[src/rtl/f1_start_controller.sv]
// f1_start_controller: paces the F1 start lights via fsm_en, holds for an LFSR-random time, then times the driver's reaction (time_valid/reaction_time) or flags a jump start; busy outside IDLE
module f1_start_controller #(
  parameter int TICK_DIV = 50,
  parameter int TIME_W = 16
) (
  input  logic              clk,
  input  logic              rst,
  input  logic              trigger,
  input  logic              react,
  input  logic [7:0]        lights,
  output logic              fsm_en,
  output logic [TIME_W-1:0] reaction_time,
  output logic              time_valid,
  output logic              jump_start,
  output logic              busy
);
  localparam int TW = $clog2(TICK_DIV);
  typedef enum logic [2:0] {IDLE, COUNT, HOLD, REACT, ABORT} state_t;
  state_t            state;
  logic [TW-1:0]     tick_cnt;
  logic [6:0]        hold_cnt;
  logic [6:0]        lfsr;
  logic [TIME_W-1:0] react_cnt;
  logic              tick;
  assign tick = tick_cnt == TW'(TICK_DIV - 1);
  always_comb fsm_en = state == ABORT ? lights != 8'h00 :
                       !react && tick && (state == COUNT ? lights != 8'hff : state == HOLD && hold_cnt == 7'd1);
  always_ff @(posedge clk or posedge rst) begin
    if (rst) begin
      state         <= IDLE;
      tick_cnt      <= '0;
      hold_cnt      <= '0;
      react_cnt     <= '0;
      lfsr          <= 7'h01;
      reaction_time <= '0;
      time_valid    <= 1'b0;
      jump_start    <= 1'b0;
      busy          <= 1'b0;
    end else begin
      lfsr       <= {lfsr[5:0], lfsr[6] ^ lfsr[2]};
      tick_cnt   <= (state == IDLE || tick) ? '0 : tick_cnt + TW'(1);
      time_valid <= 1'b0;
      case (state)
        IDLE: if (trigger) begin
          state      <= COUNT;
          busy       <= 1'b1;
          jump_start <= 1'b0;
        end
        COUNT: if (react) begin
          state      <= ABORT;
          jump_start <= 1'b1;
        end else if (lights == 8'hff) begin
          hold_cnt <= lfsr;
          state    <= HOLD;
        end
        HOLD: if (react) begin
          state      <= ABORT;
          jump_start <= 1'b1;
        end else if (tick) begin
          hold_cnt <= hold_cnt - 7'd1;
          if (hold_cnt == 7'd1) begin
            react_cnt <= '0;
            state     <= REACT;
          end
        end
        REACT: if (react) begin
          reaction_time <= react_cnt;
          time_valid    <= 1'b1;
          busy          <= 1'b0;
          state         <= IDLE;
        end else if (tick && react_cnt != '1) begin
          react_cnt <= react_cnt + TIME_W'(1);
        end
        ABORT: if (lights == 8'h00) begin
          busy  <= 1'b0;
          state <= IDLE;
        end
        default: state <= IDLE;
      endcase
    end
  end
endmodule

[config.mk]
export PLATFORM = sky130hd
export DESIGN_NAME = f1_start_controller
export DESIGN_NICKNAME = d
export VERILOG_FILES = /design/src/rtl/f1_start_controller.sv
export SDC_FILE = /design/constraint.sdc
export NUM_CORES = 1
export LEC_CHECK = 0
export CAP_MARGIN = 30
export CELL_PAD_IN_SITES_DETAIL_PLACEMENT = 1
export CELL_PAD_IN_SITES_GLOBAL_PLACEMENT = 2
export CORE_MARGIN = 2
export CORE_UTILIZATION = 32
export CTS_CLUSTER_DIAMETER = 100
export DETAILED_ROUTE_END_ITERATION = 8
export PLACE_DENSITY_LB_ADDON = 0.3
export SETUP_SLACK_MARGIN = 0.3
export SLEW_MARGIN = 30
export SYNTH_ARGS = -nofsm -noshare
export SYNTH_HDL_FRONTEND = slang
export SYNTH_SLANG_ARGS = --single-unit
[constraint.sdc]
create_clock -name clk -period 2.3 [get_ports clk]
set_clock_uncertainty 0.2 [all_clocks]
set_input_delay 0.69 -clock clk [delete_from_list [all_inputs] [get_ports clk]]
set_output_delay 0.69 -clock clk [all_outputs]
set_load 0.01 [all_outputs]
==> flow_metrics.py <==
metrics = {
    "outcome": {
        "outcome": "finished with violations",
        "failed_checks": "setup timing",
    },
    "die": {
        "coreArea_sq_um": 8763,
        "full_die_area_sq_um": 9881,
        "die_width_microns": 99.41,
        "ios": 32,
        "rows": 34,
        "chipHeight_microns": 99.41,
        "starting_density_of_the_core": 0.3324,
    },
    "worst_setup_path": {
        "r2r_setup_slack_ns": -0.05,
        "crit_path_max_fanout": 2,
        "buf_inv_stages_crit_path": 1,
        "cp.arrival_ns": 1.81,
        "crit_slowest_cell": "or4_4",
        "worst_setup_path_start_kind": "register",
        "worst_setup_path_end_kind": "primary output",
        "cell_chain_critical_path": "or4_4 > nor2_4 > a21oi_2 > o41ai_2 > buf_2",
        "worst_ep_required_time_ns": 1.41,
        "max_stage_delay_ns": 0.56,
        "path_class": "reg -> out",
        "timing.critical_path.max_delay_family": "simple AND/OR/NAND/NOR gates",
    },
    "timing": {
        "finalCritPeriodShare": 1.174,
        "report.final.hold_viol_count": 0,
        "drv_slew": 0,
        "final.setup.worst_slack_ns": -0.3998,
        "setup_viol": 11,
        "achievable-frequency_ghz": 0.3704,
        "whs_ns": 0.1775,
        "grt_setup_unrepaired": "yes",
        "timing.setup.tns_ns": -0.7041,
        "timing.slew.headroom": 0.6875,
        "min_period_ns": 2.700,
        "worst-slew-pin-transition_ns": 0.4644,
    },
    "global_routing": {
        "grt_util_all_layers": 0.1778,
        "number_of_antenna_violations_at_the_first_check_in_global_routing": 0,
        "grt_max_degree": 59,
        "vias_in_the_first_global_route": 2856,
        "grt_remaining_overflow": 0,
        "wire_length_of_the_first_global_routing_pass_microns": 14010,
    },
    "final_layout": {
        "layout.cells.most_common_list": "buf_4 (60), dfrtp_1 (56), nor2_1 (28), dlygate4sd2_1 (27), nand2_1 (18)",
        "layout.cells.most_common": "buf_4",
        "finish.utilization": 0.4822,
        "final_layout_size_suffix_gt1_frac": 0.3702,
        "nFillCells": 997,
        "nNetsFinal": 401,
        "syn2layout_area_growth_pct": 45.06,
        "antenna-diode-count": 0,
    },
    "clock_network": {
        "cts_max_path_buffers": 2,
        "clock_sink_count": 58,
        "cts_hold_repair.buffers": 0,
        "cts-root-buf": "clkbuf_8",
        "cts-buffers-inserted": 9,
        "cts_max_level": 3,
        "cts_tree": "built",
        "clock_latency_late_sink_ns": 0.34,
        "worst_setup_hold_path_clk_slew_ns": 0.07,
    },
    "routing": {
        "drtPass1Iterations": 4,
        "drt.antenna.violating_nets": 0,
        "drt-vias-per-instance": 5.276,
        "post-route-drc-count": 0,
        "detail_route.wl_per_cell_microns": 16.67,
        "postRouteWirelength_microns": 8287,
        "initialDrtViolationCount": 115,
        "vias": 2622,
    },
    "worst_hold_path": {
        "hold_class": "reg -> reg",
    },
    "place": {
        "numPortBuffers": 31,
        "detailedPlace.worstSlack_ns": -0.8680,
        "gp_congestion": 0.8002,
        "place.detailed.hpwl_microns": 5549,
    },
    "synth": {
        "post_synth_num_cell_types": 51,
        "synth.ff_latch_count": 58,
        "number_of_flops_mapped_to_enable_cells_by_yosys": 0,
        "synth_fp_nets": 304,
        "post_synth_inst_count": 287,
        "synth_ff_type": "dfrtp_1",
        "synth.yosys.warnings": 0,
        "synth-async-reset-ratio": 1.000,
        "post_synthesis_cell_area_sq_um": 2913,
        "postSynthAreaPerCell_sq_um": 10.15,
        "synth_sequential_area_ratio": 0.4987,
    },
    "power_and_ir_drop": {
        "worst_case_vdd_ir_drop_uv": 357.2,
        "cellLeakagePower_nw": 1.993,
        "power.density_cell_area_nw_per_um2": 665.3,
    },
    "run": {
        "cap_viol_max_count": 0,
    },
}
cells in the mapped netlist (all sizes together) (2+ instances only):
library cell   n  area, sq um
nand2         20        75.07
nand4          6        37.54
nand2b         2        12.51
a31oi          5        31.28
nor3           9        45.04
a21oi         15        78.83
o211ai         2        15.01
buf            5        43.79
o41ai          2        17.52
nor4           7        80.07
xor2           3        26.28
mux2          14        157.7
or4            4        37.53
a21boi         2        15.02
a22oi          3        22.52
and3           3        18.77
nor2          32        122.6
inv           10        37.54
and2           2        12.51
nand3         11        55.05
or2            3        18.77
dfrtp         57         1426
ha             5        62.56
o31ai         13        97.59
a32oi          2        17.52
o21ai         24        120.1
xnor2          3        26.28
clkbuf         9        53.81
worst paths after layout:
path / from / to / cells after the start
max: hold_cnt[2] / fsm_en / 5
max in group asynchronous: rst / lfsr[0] / 3
min reg2reg: lfsr[1] / lfsr[2] / 0
max reg2reg: hold_cnt[2] / react_cnt[1] / 8
min in group asynchronous: rst / tick_cnt[0] / 3
min: lfsr[1] / lfsr[2] / 0
timing repair:
action / CTS / global route
pin swaps: 18 / 7
gates resized for setup: 50 / 26
setup endpoints to repair: 42 / 41
buffers inserted: 12 / 3
gates cloned: 1 / 1
hold endpoints to repair: 0 / 0
logic make-up after synthesis:
logic type	synth area share
AOI/OAI and AO/OA	0.1564
xor gates and xnor gates	0.01804
adders and majority gates	0.02148
buffers and inverters	0.04640
DFF	0.4987
muxes	0.05756
and+or+nand+nor	0.2015
final cells by class:
cell class	count	area, sq um	area share
clock inverter	4	73.82	0.01747
clock buffer	12	155.1	0.03672
tap	108	135.1	0.03198
timing repair buffer	99	843.3	0.1996
sequential	58	1454	0.3441
multi-input combinational	206	1523	0.3604
inverter	10	41.29	0.009772
sequential cells by signal (all words and copies together), names as in the netlist:
register	count
tick_cnt	6
jump_start	1
busy	1
state	3
reaction_time	16
react_cnt	16
time_valid	1
lfsr	7
hold_cnt	7
stage by stage:
stage / power, W / cells / area, sq um
after floorplan: 0.001462 / 287 / 2970
after global placement: 0.001706 / 464 / 3725
after detailed placement: 0.001717 / 464 / 3725
after CTS: 0.002837 / 493 / 4083
after global routing: 0.002960 / 497 / 4225
final: 0.002811 / 497 / 4225
where the power goes:
part / switching (W) / internal (W)
Sequential: 0.0000721 / 0.00109
Combinational: 0.000279 / 0.000268
Clock: 0.000429 / 0.000670
Total: 0.000780 / 0.00203
layer usage:
layer / track usage / share of wire / vias to the layer above
met3: 0.03795 / 0.028 / 8
met1: 0.2342 / 0.47 / 1321
li1: - / - / 1244
met5: 0 / 0 / -
met4: 0.05058 / 0.0098 / 0
met2: 0.2963 / 0.49 / 49
Note: power is estimated with default switching activity, not from simulation.
